$ cat config.mk
export PLATFORM = sky130hd
export DESIGN_NAME = spi_ram_bridge
export DESIGN_NICKNAME = d
export VERILOG_FILES = /design/src/rtl/spi_ram_pkg.sv /design/src/rtl/spi_ram_bridge.sv
export SDC_FILE = /design/constraint.sdc
export NUM_CORES = 1
export LEC_CHECK = 0
export BUFFER_PORTS_ARGS = -buffer_cell sky130_fd_sc_hd__buf_2
export CAP_MARGIN = 15
export CORE_ASPECT_RATIO = 1.1
export CORE_MARGIN = 2
export CORE_UTILIZATION = 50
export CTS_CLUSTER_DIAMETER = 80
export DETAILED_ROUTE_END_ITERATION = 10
export PLACE_DENSITY = 0.74
export SLEW_MARGIN = 0
export SYNTH_ARGS = -nofsm -noshare
export SYNTH_HDL_FRONTEND = slang
export SYNTH_SLANG_ARGS = --single-unit
$ cat constraint.sdc
create_clock -name clk -period 3 [get_ports clk]
set_input_delay 0.75 -clock clk [delete_from_list [all_inputs] [get_ports clk]]
set_output_delay 0.75 -clock clk [all_outputs]
set_load 0.03 [all_outputs]
$ cat src/rtl/spi_ram_pkg.sv
// Shared definitions for the SPI RAM bridge: FSM encoding, SPI opcodes and the
// byte-lane merge used by partial writes.
package spi_ram_pkg;

    localparam logic [7:0] SPI_CMD_READ  = 8'h03;
    localparam logic [7:0] SPI_CMD_WRITE = 8'h02;

    typedef enum logic [2:0] {
        ST_IDLE,
        ST_RD_ISSUE,
        ST_RD_WAIT,
        ST_RMW_ISSUE,
        ST_RMW_WAIT,
        ST_WR_ISSUE,
        ST_WR_WAIT
    } bridge_state_t;

    // Lanes with mask set take the new byte, others keep the old one.
    function automatic logic [31:0] merge_bytes(input logic [31:0] old_word,
                                                input logic [31:0] new_word,
                                                input logic [3:0]  mask);
        logic [31:0] result;
        result = old_word;
        for (int i = 0; i < 4; i++) begin
            if (mask[i]) result[8*i +: 8] = new_word[8*i +: 8];
        end
        return result;
    endfunction

endpackage

$ cat src/rtl/spi_ram_bridge.sv
// CPU-side bridge to an SPI RAM controller: one-word write-through read buffer,
// read-modify-write for partial writes that miss the buffer.
module spi_ram_bridge
    import spi_ram_pkg::*;
#(
    parameter int CACHE_EN = 1
) (
    input  logic        clk,
    input  logic        reset,
    input  logic [21:0] mem_addr,
    input  logic [31:0] mem_wdata,
    input  logic [3:0]  mem_wmask,
    input  logic        mem_rstrb,
    output logic [31:0] mem_rdata,
    output logic        mem_rbusy,
    output logic        mem_wbusy,
    output logic        ram_rstrb,
    output logic        ram_wstrb,
    output logic [19:0] ram_word_address,
    output logic [31:0] ram_wdata,
    input  logic [31:0] ram_rdata,
    input  logic        ram_rbusy,
    input  logic        ram_wbusy
);

    bridge_state_t state, state_nxt;

    logic [19:0] req_addr;
    logic [31:0] req_wdata;
    logic [3:0]  req_wmask;
    logic [31:0] wr_data;

    logic [31:0] buf_data;
    logic [19:0] buf_tag;
    logic        buf_valid;

    logic [19:0] req_word;
    logic        ram_busy;
    logic        buf_hit;
    logic        wr_req;
    logic        rd_req;
    logic        accept;
    logic        unused_byte_offset;

    assign unused_byte_offset = ^mem_addr[1:0];

    assign req_word = mem_addr[21:2];
    assign ram_busy = ram_rbusy | ram_wbusy;
    assign buf_hit  = (CACHE_EN != 0) && buf_valid && (buf_tag == req_word);
    assign wr_req   = |mem_wmask;
    assign rd_req   = mem_rstrb && !wr_req;
    // A transfer abandoned by reset may still be running in the controller;
    // hold off new work until it drains.
    assign accept   = (state == ST_IDLE) && !ram_busy;

    assign mem_rbusy        = (state == ST_RD_ISSUE) || (state == ST_RD_WAIT);
    assign mem_wbusy        = (state == ST_RMW_ISSUE) || (state == ST_RMW_WAIT) ||
                              (state == ST_WR_ISSUE)  || (state == ST_WR_WAIT);
    assign ram_rstrb        = (state == ST_RD_ISSUE) || (state == ST_RMW_ISSUE);
    assign ram_wstrb        = (state == ST_WR_ISSUE);
    assign ram_word_address = req_addr;
    assign ram_wdata        = wr_data;

    always_ff @(posedge clk) begin
        if (reset) begin
            state <= ST_IDLE;
        end else begin
            state <= state_nxt;
        end
    end

    always_comb begin
        state_nxt = state;
        case (state)
            ST_IDLE: begin
                if (accept && wr_req) begin
                    state_nxt = (mem_wmask == 4'hF || buf_hit) ? ST_WR_ISSUE : ST_RMW_ISSUE;
                end else if (accept && rd_req && !buf_hit) begin
                    state_nxt = ST_RD_ISSUE;
                end
            end
            ST_RD_ISSUE:  state_nxt = ST_RD_WAIT;
            ST_RD_WAIT:   if (!ram_busy) state_nxt = ST_IDLE;
            ST_RMW_ISSUE: state_nxt = ST_RMW_WAIT;
            ST_RMW_WAIT:  if (!ram_busy) state_nxt = ST_WR_ISSUE;
            ST_WR_ISSUE:  state_nxt = ST_WR_WAIT;
            ST_WR_WAIT:   if (!ram_busy) state_nxt = ST_IDLE;
            default:      state_nxt = ST_IDLE;
        endcase
    end

    always_ff @(posedge clk) begin
        if (reset) begin
            req_addr  <= '0;
            req_wdata <= '0;
            req_wmask <= '0;
            wr_data   <= '0;
            buf_data  <= '0;
            buf_tag   <= '0;
            buf_valid <= 1'b0;
            mem_rdata <= '0;
        end else begin
            case (state)
                ST_IDLE: begin
                    if (accept && wr_req) begin
                        req_addr  <= req_word;
                        req_wdata <= mem_wdata;
                        req_wmask <= mem_wmask;
                        // Full writes and buffer hits have every byte on hand now.
                        if (mem_wmask == 4'hF || buf_hit) begin
                            wr_data   <= merge_bytes(buf_data, mem_wdata, mem_wmask);
                            buf_data  <= merge_bytes(buf_data, mem_wdata, mem_wmask);
                            buf_tag   <= req_word;
                            buf_valid <= 1'b1;
                        end
                    end else if (accept && rd_req) begin
                        req_addr <= req_word;
                        if (buf_hit) mem_rdata <= buf_data;
                    end
                end
                ST_RD_WAIT: begin
                    if (!ram_busy) begin
                        mem_rdata <= ram_rdata;
                        buf_data  <= ram_rdata;
                        buf_tag   <= req_addr;
                        buf_valid <= 1'b1;
                    end
                end
                ST_RMW_WAIT: begin
                    if (!ram_busy) begin
                        wr_data   <= merge_bytes(ram_rdata, req_wdata, req_wmask);
                        buf_data  <= merge_bytes(ram_rdata, req_wdata, req_wmask);
                        buf_tag   <= req_addr;
                        buf_valid <= 1'b1;
                    end
                end
                default: ;
            endcase
        end
    end

endmodule

==> impl_results.md, run 1 <==
- Outcome: completed
- Yosys cell types: 42
- Worst flop-to-flop path endpoint: buf_tag[15]
- Fill cells: 1560
- Final Max Tran Viols: 0
- Main area contributors after synthesis: dfxtp_1 (41%), mux2i_1 (13%), nor2_1 (7.8%)
- Full die area: 0.0184 mm2
- Register Area: 0.00352 mm2
- Total negative setup slack: 0 ns
- Post_cts resized: 0
- Endpoint, Worst Hold: req_wdata[24]
- CP required: 3.35 ns
- Mapped Avg Cell Area: 8.33 um2
- Final period util: 83.2%
- GRT busiest layer: met2
- Pwr per Cell Area: 546 mW/mm2
- Vias per inst: 5.76
- Static Leak: 4.64 nW
- Detailed Place HPWL: 15.8 mm
- Worst-path clk slew: 0.07 ns
- Fmax: 401 MHz
- Met2 GRT Util: 44.1%
- Synthesis Warnings: 0
- Vias in the first global route: 7513
- Routability cong.: 0.835
- Port buffer count: 180
- DR vias: 8209
- Clock Sink Count: 176
- Top delay family on crit path: simple AND/OR/NAND/NOR gates
- Met1 usage: 33.2%
- Cells after synthesis: 1040
- Critical path arrival: 2.84 ns
- Setup violations, final: 0
- VDD IR max: 0.000398 V
- Core Util, Final: 61.5%
- Min-delay src: req_wdata[24]
- Worst R2R Start: buf_tag[8]
- Worst slew pin tran: 0.693 ns
- Nets@finish: 1269
- Initial antenna violation count: 3
- Post-synth EDFFs: 0
- I/O pins: 183
- CP peak stage delay: 0.60 ns
- Area leader, netlist: dfxtp_1
- CP max-delay cell: or4_4
- GRT Total Usage: 26.2%
- Synth async-reset ratio: 0%
- Area growth syn-to-layout: 20.9%
- Clock root cell: clkbuf_16
- Hold slack: 0.453 ns
- Synth top area share: 40.7%
- Core area: 0.0170 mm2
- Final hold vios: 0
- WHS Path Cells: 2
- Max clock buf depth: 2
- Min-delay worst type: reg -> reg
- Worst reg-to-reg path cell count: 7
- Setup bufs post-CTS: 0
- # hold bufs at CTS: 0
- Tmin final: 2.50 ns
- Max-Cap Viols: 0
- Initial DRC count: 682
- Unrepaired setup endpoints after global routing: false
- Buf/Inv on CP: 2
- Seq cells post-synth: 176
- H-tree depth: 4
- DRC: 0
- Initial Utilization: 50.9%
- Final WL: 24.3 mm
- Row cnt: 50
- Layout cells sized above 1: 24.3%
- Largest net degree at the start of global routing: 113
- First-pass GRT wire length: 38.3 mm
- CP Max Fanout: 59
- Die Y: 142 um
- Synthesized net count: 1135
- Multi-input logic area: 0.00474 mm2
- Clk_skew: 0.0122 ns
- Post-Synthesis Cell Area: 0.00866 mm2
- Ys flop type: dfxtp_1
- Grt total ovfl: 0
- Tot Pwr: 0.00572 W
- Sequential fraction of the synthesis area: 40.7%
- Drt wl/cell: 17.1 um
- Critical Path, Cell by Cell: buf_2, xnor2_1, nand4_1, or4_4, o31ai_4, buf_12, nor2_1, a311oi_1
- Die X-Extent: 129 um
- CTS tree: done
- Met3 Usage GRT: 5.71%
- DRT Pass-1 Iters: 5
- CP Launch Type: input pin
- Clock buffer count from CTS: 17
- Slew HR: 53.8%
- Post-route ant nets: 0
- Later-pin clock latency in the skew report: 0.44 ns
- R2R Setup Slk: 0.63 ns
- Crit. End Element: flip-flop
- Crit path kind: in -> reg
## report_power, final
part	total, W	internal (W)	switching (W)
sequential	0.00250	0.00243	0.0000715
clock	0.00242	0.00141	0.00101
combinational	0.000805	0.000311	0.000494
total	0.00572	0.00415	0.00157
## cell families (layout without fill, tap and decap cells)
logic type / after synthesis / in the layout / share of synthesized area (%)
buffers and inverters: 101 / 248 / 4.94
muxes: 110 / 110 / 12.7
xor gates and xnor gates: 22 / 22 / 2.23
DFF: 176 / 176 / 40.7
other: 0 / 3 / 0
and+or+nand+nor: 350 / 350 / 16.7
AOI/OAI and AO/OA: 281 / 281 / 22.7
## routing by layer
layer,wire (um),vias up
met5,16,-
met4,649,2
met3,1450,48
met2,11900,249
met1,10300,3911
li1,-,3999
## worst register-to-register path: cells and delay by family (launching register included)
family,cells,cell delay (ns)
flip-flops,1,0.32
AO/OA/AOI/OAI,2,0.62
buffers and inverters,1,0.29
XOR/XNOR,1,0.17
AND/OR/NAND/NOR,3,0.87
## through the flow
stage	setup WS, ns	area [um2]	instances
3_5_place_dp	0.0448	9830	1389
2_1_floorplan	0.403	8660	1040
3_3_place_gp	0.0869	9830	1389
4_1_cts	0.510	10500	1421
5_1_grt	0.365	10500	1422
6_report	0.504	10500	1424
## sequential cells by signal, indices dropped and copies added (netlist names)
signal	flops
buf_data	32
buf_valid	1
state	3
mem_rdata	32
ram_wdata	32
buf_tag	20
req_wmask	4
req_wdata	32
ram_word_address	20
## cell usage after synthesis (all sizes together), types with 3 or more instances
library cell,instances
o31ai,7
nand4,5
or2,3
a211oi,13
o211a,26
o311a,26
a31oi,6
mux2i,110
a311oi,21
nand2,107
clkbuf,66
o21ai,81
dfxtp,176
xnor2,22
buf,33
nor2,180
nor3,38
a31o,33
or4,3
a21oi,62
a22oi,3
nor4,3
## final cells by class
| cell class | instances | share of cell area [%] |
|---|---|---|
| diodes | 3 | 0.0717 |
| clock buffers | 18 | 4.10 |
| clock inverters | 14 | 1.92 |
| inverters | 2 | 0.0717 |
| multi-input cells | 763 | 45.2 |
| flip-flops and latches | 176 | 33.7 |
| well taps | 234 | 2.80 |
| repair buffers | 214 | 12.1 |
## worst max path at each step
stage | start | to | cells past startpoint
2_1_floorplan | mem_wmask[3] | ram_wdata[23] | 8
3_3_place_gp | mem_addr[10] | state[2] | 7
3_5_place_dp | mem_addr[20] | buf_tag[15] | 8
4_1_cts | mem_addr[20] | buf_tag[15] | 8
5_1_grt | mem_addr[10] | buf_tag[19] | 8
6_report | mem_addr[10] | buf_tag[15] | 8
## layout by cell type (no fill, tap or decap), types with 6 or more instances in the layout
master and count:
clkbuf_16 17, buf_2 179, buf_12 9, xnor2_1 22, nor2_1 180, a21oi_1 61
a31oi_1 6, o211a_1 26, dfxtp_1 176, o311a_1 26, nand2_1 107, a31o_2 31
mux2i_1 110, a311oi_1 21, o31ai_1 6, a211oi_1 13, buf_4 26, nor3_1 36
o21ai_0 80
No activity file was read; power rests on OpenSTA's default activity.
==> inputs of run 2 (changes only) <==
ABC_AREA = 1   (was not set)
PLACE_DENSITY = 0.77   (was 0.74)
clock period = 2.27 ns   (was 3 ns; I/O delays follow)
==> run 2 against run 1 <==
Against the previous run: clock-buffer cell count up 2; sequential power up 64%; core utilization up 0.28 points; clock power up 22%; hold slack worse by 0.059 ns; critical path type is now reg -> out; critical path depth down 2; first-iteration DRC count up 11%; wire length up 12%; cell count up 27%; area after synthesis up 4.4%.
==> impl_results.md, run 2 <==
- Core area: 0.0177 mm2 (+3.9%)
- Post-synthesis xor/xnor area fraction: 0.0969% (-2.1 points)
- Layout cells sized above 1: 18.3% (-6.1 points)
- WHS Path Cells: 3 (+1)
- Static Leak: 5.20 nW (+12%)
- Pwr per Cell Area: 1270 mW/mm2 (+130%)
- Min-delay worst type: in -> reg
- CP required: 1.70 ns (-1.65 ns)
- Critical path arrival: 1.60 ns (-1.24 ns)
- Synth top area share: 39.0% (-1.7 points)
- CP Launch Type: flip-flop
- Mapped Avg Cell Area: 6.41 um2 (-23%)
- Crit path kind: reg -> out
- Port buffer count: 180 (unchanged)
- Vias in the first global route: 9392 (+25%)
- Fmax: 462 MHz
- Unrepaired setup endpoints after global routing: false
- I/O pins: 183 (unchanged)
- Die Y: 145 um (+2.1%)
- Fill cells: 1669 (+7.0%)
- Crit. End Element: output port
- DRC: 0 (unchanged)
- Mux contribution to synthesized area: 0% (-13 points)
- Tmin final: 2.17 ns
- Grt total ovfl: 0 (unchanged)
- Final hold vios: 0 (unchanged)
- Full die area: 0.0192 mm2 (+4.2%)
- Hold slack: 0.394 ns (-0.0586 ns)
- Max-Cap Viols: 0 (unchanged)
- Worst-path clk slew: 0.06 ns (about the same)
- Leading cell type by number of instances after synthesis: nand2_1
- Max layer used: met4
- Slew HR: 43.0% (-11 points)
- Total negative setup slack: 0 ns (unchanged)
- Post-Synthesis Cell Area: 0.00904 mm2 (+4.4%)
- Seq cells post-synth: 176 (unchanged)
- WL met3: 2.14 mm (+47%)
- Yosys cell types: 30 (-29%)
- Met2 WL: 13.1 mm (+10%)
- Fraction of the mapped netlist area in adder cells: 0% (unchanged)
- # hold bufs at CTS: 0 (unchanged)
- Die X-Extent: 132 um (+2.1%)
- Final Max Tran Viols: 0 (unchanged)
- Area leader, netlist: dfxtp_1
- Ys flop type: dfxtp_1
- First-pass GRT wire length: 44.8 mm (+17%)
- Core Util, Final: 61.8% (+0.28 points)
- Synth async-reset ratio: 0% (unchanged)
- VDD IR max: 0.000896 V (+130%)
- R2R Setup Slk: 0.27 ns (-0.36 ns)
- Initial antenna violation count: 0 (-3)
- Row cnt: 51 (+2.0%)
- Worst reg-to-reg path cell count: 11 (+4)
- Initial DRC count: 754 (+11%)
- Met1 wire length: 11.1 mm (+7.7%)
- Cells after synthesis: 1409 (+35%)
- Initial Utilization: 51.1% (+0.24 points)
- Outcome: completed
- Nets@finish: 1655 (+30%)
- Drt wl/cell: 15.0 um (-12%)
- Routability cong.: 0.859 (+2.9%)
- Simple-gate share of the synthesized area: 30.4% (+14 points)
- Most common cell after layout, fill and taps aside: nand2_1
- Max clock buf depth: 2 (unchanged)
- Worst slew pin tran: 0.855 ns (+0.162 ns)
- Post-synth EDFFs: 0 (unchanged)
- Main area contributors after synthesis: dfxtp_1 (39%), nand2_1 (16%), a21oi_1 (7.8%)
- Final WL: 27.1 mm (+12%)
- CP Max Fanout: 31 (-47%)
- Sequential fraction of the synthesis area: 39.0% (-1.7 points)
- Main combinational cell family by area after synthesis: simple AND/OR/NAND/NOR gates
- Clk_skew: 0.00830 ns (-0.00386 ns)
- Vias per inst: 5.33 (-7.5%)
- Synthesized net count: 1504 (+33%)
- Final period util: 95.4%
- Synth Area in Compound Gates: 20.1% (-2.7 points)
- Worst flop-to-flop path endpoint: buf_data[25]
- Post-route ant nets: 0 (unchanged)
- Later-pin clock latency in the skew report: 0.43 ns (about the same)
- Largest net degree at the start of global routing: 77 (-32%)
- Synthesis Warnings: 0 (unchanged)
- Most frequent cells in the layout: nand2_1 (395), buf_2 (179), dfxtp_1 (175), nor2_1 (168), a21oi_1 (138)
- DRT Pass-1 Iters: 6 (+1)
- H-tree depth: 4 (unchanged)
- Clock root cell: clkbuf_16
- Area growth syn-to-layout: 20.9% (about the same)
- Min-delay src: mem_wdata[6]
- Clock buffer count from CTS: 17 (unchanged)
- CTS tree: done
- Endpoint, Worst Hold: req_wdata[6]
- GRT Total Usage: 28.4% (+2.2 points)
- Ant diodes: 0 (-3)
- Detailed Place HPWL: 18.4 mm (+17%)
- Setup bufs post-CTS: 0 (unchanged)
- Worst R2R Start: state[1]
- Setup violations, final: 0 (unchanged)
- DR vias: 9655 (+18%)
- Clock Sink Count: 176 (unchanged)
- Leading cell types by count after synthesis: nand2_1 (396), dfxtp_1 (176), nor2_1 (168)
[run 2: changes by cell type in the layout (fill, tap and decap cells not counted), moves of 31 or more]
cell | before | now
nand4_1 | 5 | 52
mux2i_1 | 110 | 0
inv_1 | 1 | 117
nand3_1 | 1 | 36
a31o_2 | 31 | 0
o21ai_0 | 80 | 121
a21oi_1 | 61 | 138
nand2_1 | 107 | 395
[run 2: worst max-delay path by stage]
stage	endpoint	depth (start not counted)	startpoint	slack, ns
floorplan	mem_rbusy	5	state[2]	0.27
global placement	ram_wdata[12]	10	mem_addr[20]	0.0004
detailed placement	ram_wdata[13]	10	mem_addr[20]	-0.03
CTS	mem_rbusy	6	state[1]	0.05
global route	mem_rbusy	6	state[1]	0.02
finish	mem_rbusy	6	state[1]	0.10
[run 2: stage by stage]
step	cell area (um2)	std cells	worst slack (ns)	total power (W)
after floorplan	9040	1409	0.274	0.00872
after global placement	10300	1779	0.000403	0.0107
after detailed placement	10300	1779	-0.0333	0.0108
after CTS	10900	1810	0.0477	0.0138
after global routing	10900	1810	0.0183	0.0148
final	10900	1810	0.105	0.0139
[run 2: repair_timing]
item                                    CTS  global route
endpoints found under the setup margin    1             1
resized for setup                         3             4
pin swaps                                 0             0
[run 2: layout make-up]
cell class | count | area (um2) | area share [%]
clock inverter | 11 | 140 | 1.28
clock buffer | 20 | 447 | 4.09
tap | 238 | 298 | 2.73
timing repair buffer | 230 | 1420 | 13.0
inverter | 133 | 499 | 4.57
multi-input combinational | 1002 | 4600 | 42.1
sequential | 176 | 3520 | 32.3
[run 2: logic make-up after synthesis]
family	after synthesis
and+or+nand+nor	672
AOI/OAI and AO/OA	329
buffers and inverters	231
DFF	176
xor gates and xnor gates	1
[run 2: layer usage]
layer  vias to the layer above  global-route usage, %
met2                       395                   49.0
met5                         -                      0
met3                        60                   6.64
met1                      4343                   34.1
met4                         0                   11.3
li1                       4857                      -
[run 2: report_power, final]
part	leakage [nW]	internal, W	switching, W
sequential	1.44	0.00374	0.000369
clock	0.278	0.00175	0.00121
combinational	3.49	0.00222	0.00458
[run 2: critical path: stages (launching register included)]
cell,delay [ns]
dfxtp_1,0.36
inv_2,0.06
nor2_1,0.16
nand2_2,0.11
buf_12,0.19
o21ai_0,0.09
buf_4,0.20
